**config.mk**
```make
export PLATFORM = sky130hd
export DESIGN_NAME = pwm_multi_ch
export DESIGN_NICKNAME = d
export VERILOG_FILES = /design/src/rtl/pwm_multi_ch.sv
export SDC_FILE = /design/constraint.sdc
export NUM_CORES = 1
export LEC_CHECK = 0
export CAP_MARGIN = 20
export CORE_ASPECT_RATIO = 0.7
export CORE_MARGIN = 5
export CORE_UTILIZATION = 45
export CTS_CLUSTER_DIAMETER = 150
export DETAILED_ROUTE_END_ITERATION = 6
export PLACE_DENSITY = 0.7
export SKIP_LAST_GASP = 1
export SYNTH_ARGS = -nofsm -noshare
export SYNTH_HDL_FRONTEND = slang
export SYNTH_SLANG_ARGS = --single-unit
```
**constraint.sdc**
```tcl
create_clock -name clk -period 2.5 [get_ports clk]
set_input_delay 0.5 -clock clk [delete_from_list [all_inputs] [get_ports clk]]
set_output_delay 0.5 -clock clk [all_outputs]
set_load 0.03 [all_outputs]
```
**src/rtl/pwm_multi_ch.sv**
```systemverilog
// Multi-channel PWM generator with a shared edge/center-aligned counter and
// shadowed period/duty/mode registers that switch over only at period ends.
module pwm_multi_ch #(
  parameter int CH = 4,
  parameter int W  = 8
) (
  input  logic            clk,
  input  logic            rst_n,
  input  logic            enable,
  input  logic            load,
  input  logic [W-1:0]    period,
  input  logic [CH*W-1:0] duty,
  input  logic            mode,
  output logic [CH-1:0]   pwm_out,
  output logic            period_tick,
  output logic            update_pending
);

  logic [W-1:0]         cnt_q, cnt_d;
  logic                 dn_q, dn_d;
  logic [W-1:0]         pa_q, pp_q;
  logic [CH-1:0][W-1:0] da_q, dp_q;
  logic                 ma_q, mp_q, pend_q;
  logic [CH-1:0]        pwm_q, pwm_d;
  logic                 tick_q;
  logic                 period_end;

  // The peak cycle (cnt==P_a) already counts as the down phase, so in center
  // mode the last cycle of every period is "down with cnt==1" even for P_a==1.
  always_comb begin
    period_end = 1'b0;
    cnt_d      = cnt_q;
    dn_d       = dn_q;
    if (!enable || pa_q == '0) period_end = 1'b1;
    else if (!ma_q)            period_end = (cnt_q == pa_q);
    else                       period_end = dn_q && (cnt_q == W'(1));

    if (period_end) begin
      cnt_d = '0;
      dn_d  = 1'b0;
    end else if (!ma_q) begin
      cnt_d = cnt_q + W'(1);
    end else if (dn_q) begin
      cnt_d = cnt_q - W'(1);
    end else begin
      cnt_d = cnt_q + W'(1);
      dn_d  = (cnt_d == pa_q);
    end
  end

  always_comb begin
    pwm_d = '0;
    for (int i = 0; i < CH; i++) pwm_d[i] = enable && (cnt_q < da_q[i]);
  end

  always_ff @(posedge clk) begin
    if (!rst_n) begin
      cnt_q  <= '0;
      dn_q   <= 1'b0;
      pa_q   <= '1;
      da_q   <= '0;
      ma_q   <= 1'b0;
      pp_q   <= '0;
      dp_q   <= '0;
      mp_q   <= 1'b0;
      pend_q <= 1'b0;
      pwm_q  <= '0;
      tick_q <= 1'b0;
    end else begin
      cnt_q  <= cnt_d;
      dn_q   <= dn_d;
      pwm_q  <= pwm_d;
      tick_q <= enable && (cnt_q == '0) && !dn_q;
      if (period_end && pend_q) begin
        pa_q   <= pp_q;
        da_q   <= dp_q;
        ma_q   <= mp_q;
        pend_q <= 1'b0;
      end
      // A coincident load lands after the apply above: old pending goes
      // active, new inputs become pending.
      if (load) begin
        pp_q   <= period;
        dp_q   <= duty;
        mp_q   <= mode;
        pend_q <= 1'b1;
      end
    end
  end

  assign pwm_out        = pwm_q;
  assign period_tick    = tick_q;
  assign update_pending = pend_q;

endmodule

```
* Word level (Yosys, flattened, before mapping)
Index checks and enable logic that the tools add are counted.
** Storage, ports and cells
- Memories kept :: 0
- Bits in latches :: 0
- Bits in registers :: 97
- Word-level logic and storage cells :: 49
- Output and inout bits :: 6
- Memory bits (read-only) :: 0
- Memory bits (writable) :: 0
- Bits of input ports :: 45
** Operators by class
- Mux-type cells :: 7
- Bitwise logic cells :: 1
- Add/sub/neg operators :: 2
- Shift-type cells :: 0
- Magnitude comparators :: 4
- Div/mod/pow operators :: 0
- $mul :: 0
- Reduce and logical (&&, ||, !) cells :: 15
- Equality and inequality tests :: 3
** Operator list (count)
- $lt A8 B8 Y1 :: 4
- $eq A8 B8 Y1 :: 2
- $logic_not A8 Y1 :: 2
- $mux W8 :: 2
- $add A8 B1 Y8 const B :: 1
- $eq A8 B1 Y1 const B :: 1
- $logic_and A1 B1 Y1 :: 8
- $sub A8 B1 Y8 const B :: 1
- $mux W1 :: 5
- $logic_not A1 Y1 :: 2
- $reduce_bool A2 Y1 :: 1
- $reduce_or A2 Y1 :: 1
- $logic_or A1 B1 Y1 :: 1
- $not A1 Y1 :: 1

* Depth between registers and ports, before layout
Gate-level depths: netlist of run 1.
- Depth after elaboration :: 7
- Mapped depth :: 9
- Mapped depth without buffers :: 7

* Least setup slack after synthesis of run 1
OpenSTA, ideal clock, no wires.
- Kind :: register to register
- From :: register cnt_q[3]
- To :: register da_q[0] (netlist name)
- Cell stages (with the launch flop) :: 9
- Path buffers :: 3
- Required time :: 2.428 ns
- Arrival :: 2.274 ns
- Slack :: 0.155 ns
- Cells stage by stage :: dfxtp_1 > buf_2 > or4_4 > or4_4 > a21boi_4 > or2_1 > buf_6 > buf_12 > mux2i_1
** Between the ends
- Cells in the longest elaborated chain, start to end :: 5
** RTL lines
- from (decl) :: line 19 : logic [W-1:0] cnt_q, cnt_d;
- from (signal assigned) :: line 70 : cnt_q <= cnt_d;
- $eq A8 B1 Y1 :: line 36 : else period_end = dn_q && (cnt_q == W'(1));
- $logic_and A1 B1 Y1 :: line 36
- $mux W1 (*) :: line 35 : else if (!ma_q) period_end = (cnt_q == pa_q);
- $mux W1 (*) :: line 34 : if (!enable || pa_q == '0) period_end = 1'b1;
- $logic_and A1 B1 Y1 (*) :: line 74 : if (period_end && pend_q) begin
- to (signal assigned) :: line 76 : da_q <= dp_q;
- to (decl) :: line 22 : logic [CH-1:0][W-1:0] da_q, dp_q;
Every way passes the cells marked *; elsewhere a longest branch is shown, timed or not.
A chain may end at the register's enable or synchronous reset.

* Worst setup path after layout of run 1
- From :: register cnt_q[4]
- To :: register da_q[21] (netlist name)
The elaborated chain is that of the path after synthesis.

==> metrics.md, run 1 <==
| Metric | Value |
|---|---|
| Die Y | `96.4 um` |
| CP top delay family | `simple AND/OR/NAND/NOR gates` |
| Initial DRC Count | `155` |
| # hold bufs at CTS | `0` |
| RePlAce Congestion | `0.937` |
| CTS tree | `done` |
| ANT nets after route | `0` |
| Max-cap check violation count | `0` |
| Vias per cell | `5.11` |
| Slowest-stage cell, CP | `or4_4` |
| Final hold violations | `0` |
| First-pass GRT wire length | `17200 um` |
| Setup Fix Bufs, Post-CTS | `0` |
| # port buffers | `50` |
| Via Count | `3548` |
| Asr flop ratio synth | `0%` |
| Worst-case clock buffer depth | `2` |
| CP Capture Type | `flip-flop` |
| Max Freq | `420 MHz` |
| Post-synth EDFFs | `0` |
| Routed WL | `10100 um` |
| Clk sinks | `97` |
| Post-Route Setup TNS | `0 ns` |
| Ys Warns | `0` |
| Post-synth cell types | `44` |
| Slew Viols, Final | `0` |
| Crit-path max FO | `23` |
| Sequential share of the synthesized area | `40.4%` |
| Num CTS Buffers | `9` |
| Slew margin rel. | `63.9%` |
| Setup Viol. Count Final | `0` |
| R2r setup slk | `0.12 ns` |
| Syn Inst Count | `510` |
| FF+latch count, synth | `97` |
| Initial core utilization | `46.2%` |
| Cell Chain, Critical Path | `or4_4 > or4_4 > a21boi_4 > or2_2 > buf_12 > mux2i_1` |
| RSZ-0062 raised after global routing | `false` |
| Clk_lat worst skew | `0.35 ns` |
| Dpl ws | `0.154 ns` |
| P per Cell Area | `605 nW/um2` |
| Startpoint class of the critical path | `flip-flop` |
| GRT overflow | `0` |
| Syn Area/Cell | `9.42 um2` |
| Max rail drop VDD | `0.425 mV` |
| Die Area | `12900 um2` |
| Clock Pin Slew Worst Setup and Hold Paths | `0.07 ns` |
| Footprint of the multi-input gates | `2530 um2` |
| Crit share post-route | `95.2%` |
| Antenna diodes | `0` |
| Final HPWL DP | `7130 um` |
| DRC | `0` |
| CTS root buf | `clkbuf_16` |
| Skew final | `0.00713 ns` |
| Wirelength per Cell | `14.5 um` |
| Ports | `51` |
| HP Class | `reg -> reg` |
| Fillcell total | `920` |
| Buf/Inv on CP | `1` |
| Tot GR Track Use | `16.8%` |
| DR pass1 iterations | `4` |
| Post-synthesis cell area | `4800 um2` |
| Req. time, crit path | `2.77 ns` |
| CP peak stage delay | `0.56 ns` |
| Nets@finish | `634` |
| Rows | `31` |
| CP arrival | `2.66 ns` |
| CP Depth | `6` |
| Share of cells above drive strength 1 | `6.76%` |
| Hold path depth | `2` |
| Register area | `1940 um2` |
| Top FF cell, synth | `dfxtp_1` |
| Status | `finished clean` |
| Syn Nets | `587` |
| Final min period | `2.38 ns` |
| Post-CTS Resized | `0` |
| Static leakage | `0.00232 uW` |
| CTS HTree Levels | `3` |
| Area delta synth->final | `19.7%` |
| Critical path class | `reg -> reg` |
| Most common cell on crit path | `or4_4` |
| Die Span X | `133 um` |
| Largest net degree at the start of global routing | `64` |
| Least-Margin Pin Slew | `0.542 ns` |
| R2R cell count | `6` |
| Initial antenna violation count | `0` |
| Core area | `10400 um2` |
| Vias in the first global route | `3642` |
| Final Worst Setup Slack | `0.119 ns` |
-- state kept, by name (all words and copies together), names as in the netlist --
register	cells
pp_q	8
ma_q	1
pwm_out	4
update_pending	1
pa_q	8
mp_q	1
cnt_q	8
da_q	32
dp_q	32
period_tick	1
dn_q	1
-- cell type report --
type | instances | share of cell area (%)
Clock buffer | 9 | 3.92
Clock inverter | 7 | 1.65
Inverter | 40 | 2.61
Multi-Input combinational cell | 345 | 44.1
Sequential cell | 97 | 33.8
Tap cell | 132 | 2.87
Timing Repair Buffer | 64 | 11.1
-- logic make-up after synthesis --
logic type,share of synthesized area (%)
buf+inv,6.80
xor+xnor,3.83
flops,40.4
compound gates,8.42
simple gates,17.0
mux,15.2
fa+ha+maj,8.34
-- power breakdown --
| part | total [uW] | internal (uW) | switching [uW] |
|---|---|---|---|
| Clock | 1470 | 874 | 599 |
| Combinational | 349 | 189 | 160 |
| Sequential | 1660 | 1610 | 44.2 |
| Total | 3480 | 2670 | 804 |
-- cell usage in the layout, fill, tap and decap left out, drive strengths merged, types with 9 or more instances in the layout --
cell,Yosys,routed
dfxtp,97,97
mux2i,73,73
nand2,73,73
clkdlybuf4s50,0,48
nor2b,41,41
inv,40,40
ha,32,32
buf,15,16
o21ai,13,13
xor2,12,12
nand3,9,9
xnor2,9,9
o211ai,9,9
clkbuf,13,9
-- synth_stat cells (all sizes together), types with 4 or more instances --
library cell | instances | area, um2
inv | 40 | 150
xor2 | 12 | 105
o21a | 4 | 30.0
dfxtp | 97 | 1940
mux2i | 73 | 731
buf | 15 | 128
xnor2 | 9 | 78.8
nor3 | 5 | 25.0
and3 | 8 | 50.1
nand2b | 4 | 25.0
o211ai | 9 | 67.6
o21ai | 13 | 65.1
nor4 | 4 | 25.0
a21oi | 6 | 30.0
nand3 | 9 | 45.0
nand2 | 73 | 274
ha | 32 | 400
a211oi | 8 | 60.1
nor2b | 41 | 257
clkbuf | 13 | 48.8
a21o | 8 | 60.1
-- path summary, 6_finish.rpt --
path | startpoint | endpoint
setup / recovery | cnt_q[4]$_SDFF_PP0_ | da_q[21]$_SDFFE_PN0P_
hold / removal | da_q[14]$_SDFFE_PN0P_ | da_q[14]$_SDFFE_PN0P_
setup reg to reg | cnt_q[4]$_SDFF_PP0_ | da_q[21]$_SDFFE_PN0P_
hold reg to reg | da_q[14]$_SDFFE_PN0P_ | da_q[14]$_SDFFE_PN0P_
-- per-layer routing --
layer	global-route usage, %	share of wire (%)	routed length, um	vias up
li1	-	-	-	1819
met1	21.4	47	4780	1606
met2	27.1	45	4480	103
met3	5.07	5.9	599	20
met4	6.25	2.1	207	0
met5	0	0	0	-
-- metrics by stage --
| stage | hold WS [ns] | util, % | total power (uW) | cell area, um2 | std cells |
|---|---|---|---|---|---|
| 4_1_cts | 0.460 | 55.3 | 3510 | 5750 | 694 |
| 2_1_floorplan | 0.435 | - | 1910 | 4800 | 510 |
| 3_3_place_gp | 0.443 | 52.2 | 2030 | 5430 | 678 |
| 5_1_grt | 0.478 | 55.3 | 3620 | 5750 | 694 |
| 6_report | 0.456 | 55.3 | 3480 | 5750 | 694 |
| 3_5_place_dp | 0.450 | 52.2 | 2040 | 5430 | 678 |
-- worst reg2reg max path, stage by stage (launching register included) --
cell      delay, ns
dfxtp_1        0.31
or4_4          0.56
or4_4          0.52
a21boi_4       0.27
or2_2          0.22
buf_12         0.20
mux2i_1        0.23
Note: power is estimated with default switching activity, not from simulation.
==> inputs of run 2 (changes only) <==
Settings changed: CORE_MARGIN 5 to not set.
==> metrics.md, run 2 (synthesis gave the netlist of run 1 again) <==
| Metric | Value |
|---|---|
| Uppermost routed layer | `met4` |
| Critical path class | `reg -> reg` |
| Met2 wire length | `4600 um (+2.6%)` |
| Static leakage | `0.00235 uW (+1.5%)` |
| Num CTS Buffers | `9 (unchanged)` |
| CTS root buf | `clkbuf_16` |
| CP arrival | `2.54 ns (-0.12 ns)` |
| CTS HTree Levels | `3 (unchanged)` |
| Met3 WL | `481 um (-20%)` |
| ANT nets after route | `0 (unchanged)` |
| Max rail drop VDD | `0.412 mV (-2.9%)` |
| RePlAce Congestion | `0.854 (-8.9%)` |
| P per Cell Area | `620 nW/um2 (+2.4%)` |
| Routed WL | `10100 um (-0.16%)` |
| Most frequent cells in the layout | `dfxtp_1, mux2i_1, nand2_1, clkdlybuf4s50_1, nor2b_1` |
| Startpoint class of the critical path | `flip-flop` |
| Clk_lat worst skew | `0.35 ns (about the same)` |
| First-pass GRT wire length | `16800 um (-2.6%)` |
| Core area | `10400 um2 (-0.37%)` |
| Die Span X | `125 um (-6.0%)` |
| Setup Viol. Count Final | `0 (unchanged)` |
| GRT overflow | `0 (unchanged)` |
| CTS tree | `done` |
| Via Count | `3581 (+0.93%)` |
| Failing checks | `DRC` |
| Most common cell after layout, fill and taps aside | `dfxtp_1` |
| # port buffers | `50 (unchanged)` |
| Final hold violations | `0 (unchanged)` |
| Final HPWL DP | `7190 um (+0.91%)` |
| Final Worst Setup Slack | `0.227 ns (+0.108 ns)` |
| Ports | `51 (unchanged)` |
| Cell Chain, Critical Path | `or4_4 > or4_4 > a21boi_4 > or2_2 > buf_12 > mux2i_1` |
| DRC | `1 (+1)` |
| CP peak stage delay | `0.56 ns (about the same)` |
| Post-Route Setup TNS | `0 ns (unchanged)` |
| Wirelength per Cell | `14.4 um (-0.73%)` |
| Crit-path max FO | `26 (+13%)` |
| Tot Pwr | `3590 uW (+3.2%)` |
| Vias per cell | `5.13 (+0.35%)` |
| Area delta synth->final | `20.5%` |
| Slew Viols, Final | `0 (unchanged)` |
| RSZ-0062 raised after global routing | `false` |
| Slowest-stage cell, CP | `or4_4` |
| Share of cells above drive strength 1 | `7.24% (+0.48 points)` |
| Initial core utilization | `46.4% (+0.17 points)` |
| M1 WL | `4860 um (+1.7%)` |
| Skew final | `0.00554 ns (-0.00160 ns)` |
| Tot GR Track Use | `19.6% (+2.8 points)` |
| Initial DRC Count | `169 (+9.0%)` |
| Worst-case clock buffer depth | `2 (unchanged)` |
| Slew margin rel. | `67.4% (+3.5 points)` |
| Max-cap check violation count | `0 (unchanged)` |
| Crit share post-route | `90.9% (-4.3 points)` |
| Largest net degree at the start of global routing | `55 (-14%)` |
| Status | `finished, violations left` |
| Req. time, crit path | `2.77 ns (about the same)` |
| Max Freq | `440 MHz (+4.8%)` |
| Most common cell on crit path | `or4_4` |
| Antenna diodes | `0 (unchanged)` |
| Clk sinks | `97 (unchanged)` |
| Dpl ws | `0.116 ns (-0.0378 ns)` |
| HP Class | `reg -> reg` |
| Clock Pin Slew Worst Setup and Hold Paths | `0.07 ns (about the same)` |
| Final min period | `2.27 ns (-0.108 ns)` |
| # hold bufs at CTS | `0 (unchanged)` |
| Die Y | `88.4 um (-8.3%)` |
| Die Area | `11100 um2 (-14%)` |
| Vias in the first global route | `3518 (-3.4%)` |
| Largest regs | `da_q (32), dp_q (32)` |
| CP Capture Type | `flip-flop` |
| Initial antenna violation count | `0 (unchanged)` |
| Rows | `31 (unchanged)` |
| DR pass1 iterations | `6 (+2)` |
| Nets@finish | `638 (+0.63%)` |
| Least-Margin Pin Slew | `0.489 ns (-0.0532 ns)` |
run 2: cell types whose count changed in the layout (fill, tap and decap cells not counted):
cell and change:
clkinvlp_4 -3, inv_6 +1, buf_4 +5, bufinv_16 +1
clkinv_2 -1, clkbuf_1 +1, buf_12 -1, clkinv_4 +1
run 2: report_power, final:
part           switching (uW)  leakage (uW)  total [uW]  internal, uW
clock                     597      0.000163        1580           983
sequential               42.7      0.000793        1650          1610
combinational             164       0.00140         355           190
run 2: worst max-delay path: cells and delay by family, from the launching register on:
family,cells,cell delay (ns)
muxes,1,0.22
and+or+nand+nor,3,1.27
AOI/OAI and AO/OA,1,0.16
DFF,1,0.31
buffers and inverters,1,0.20
run 2: final cells by class:
cell class                      count  area (um2)
Clock buffer                       10         229
Clock inverter                      6         115
Fill cell                         911        4570
Inverter                           40         150
Multi-Input combinational cell    345        2530
Sequential cell                    97        1940
Tap cell                          132         165
Timing Repair Buffer               68         653
run 2: layer usage:
metal	track usage [%]	up-vias
met5	0	-
met4	6.32	0
met3	6.23	7
met2	31.0	66
met1	25.7	1682
li1	-	1826
run 2: worst paths after layout:
kind	startpoint	endpoint	slack, ns	cells past startpoint
worst max-delay path	cnt_q[4]$_SDFF_PP0_	da_q[3]$_SDFFE_PN0P_	0.23	6
worst min-delay path	da_q[20]$_SDFFE_PN0P_	da_q[20]$_SDFFE_PN0P_	0.46	2
worst max register to register	cnt_q[4]$_SDFF_PP0_	da_q[3]$_SDFFE_PN0P_	0.23	6
worst min register to register	da_q[20]$_SDFFE_PN0P_	da_q[20]$_SDFFE_PN0P_	0.46	2
run 2: what timing repair did:
| action | 4_1_cts | 5_1_grt |
|---|---|---|
| resized for setup | 0 | 0 |
| endpoints found under the setup margin | 0 | 2 |
| setup buffers | 0 | 1 |
run 2: per-stage QoR:
| stage | util [%] | std cells | instance area, um2 | hold slack, ns |
|---|---|---|---|---|
| global route | 55.9 | 698 | 5790 | 0.480 |
| floorplan | - | 510 | 4800 | 0.435 |
| detailed placement | 52.5 | 681 | 5440 | 0.448 |
| CTS | 55.8 | 697 | 5780 | 0.459 |
| global placement | 52.5 | 681 | 5440 | 0.446 |
| finish | 55.9 | 698 | 5790 | 0.456 |
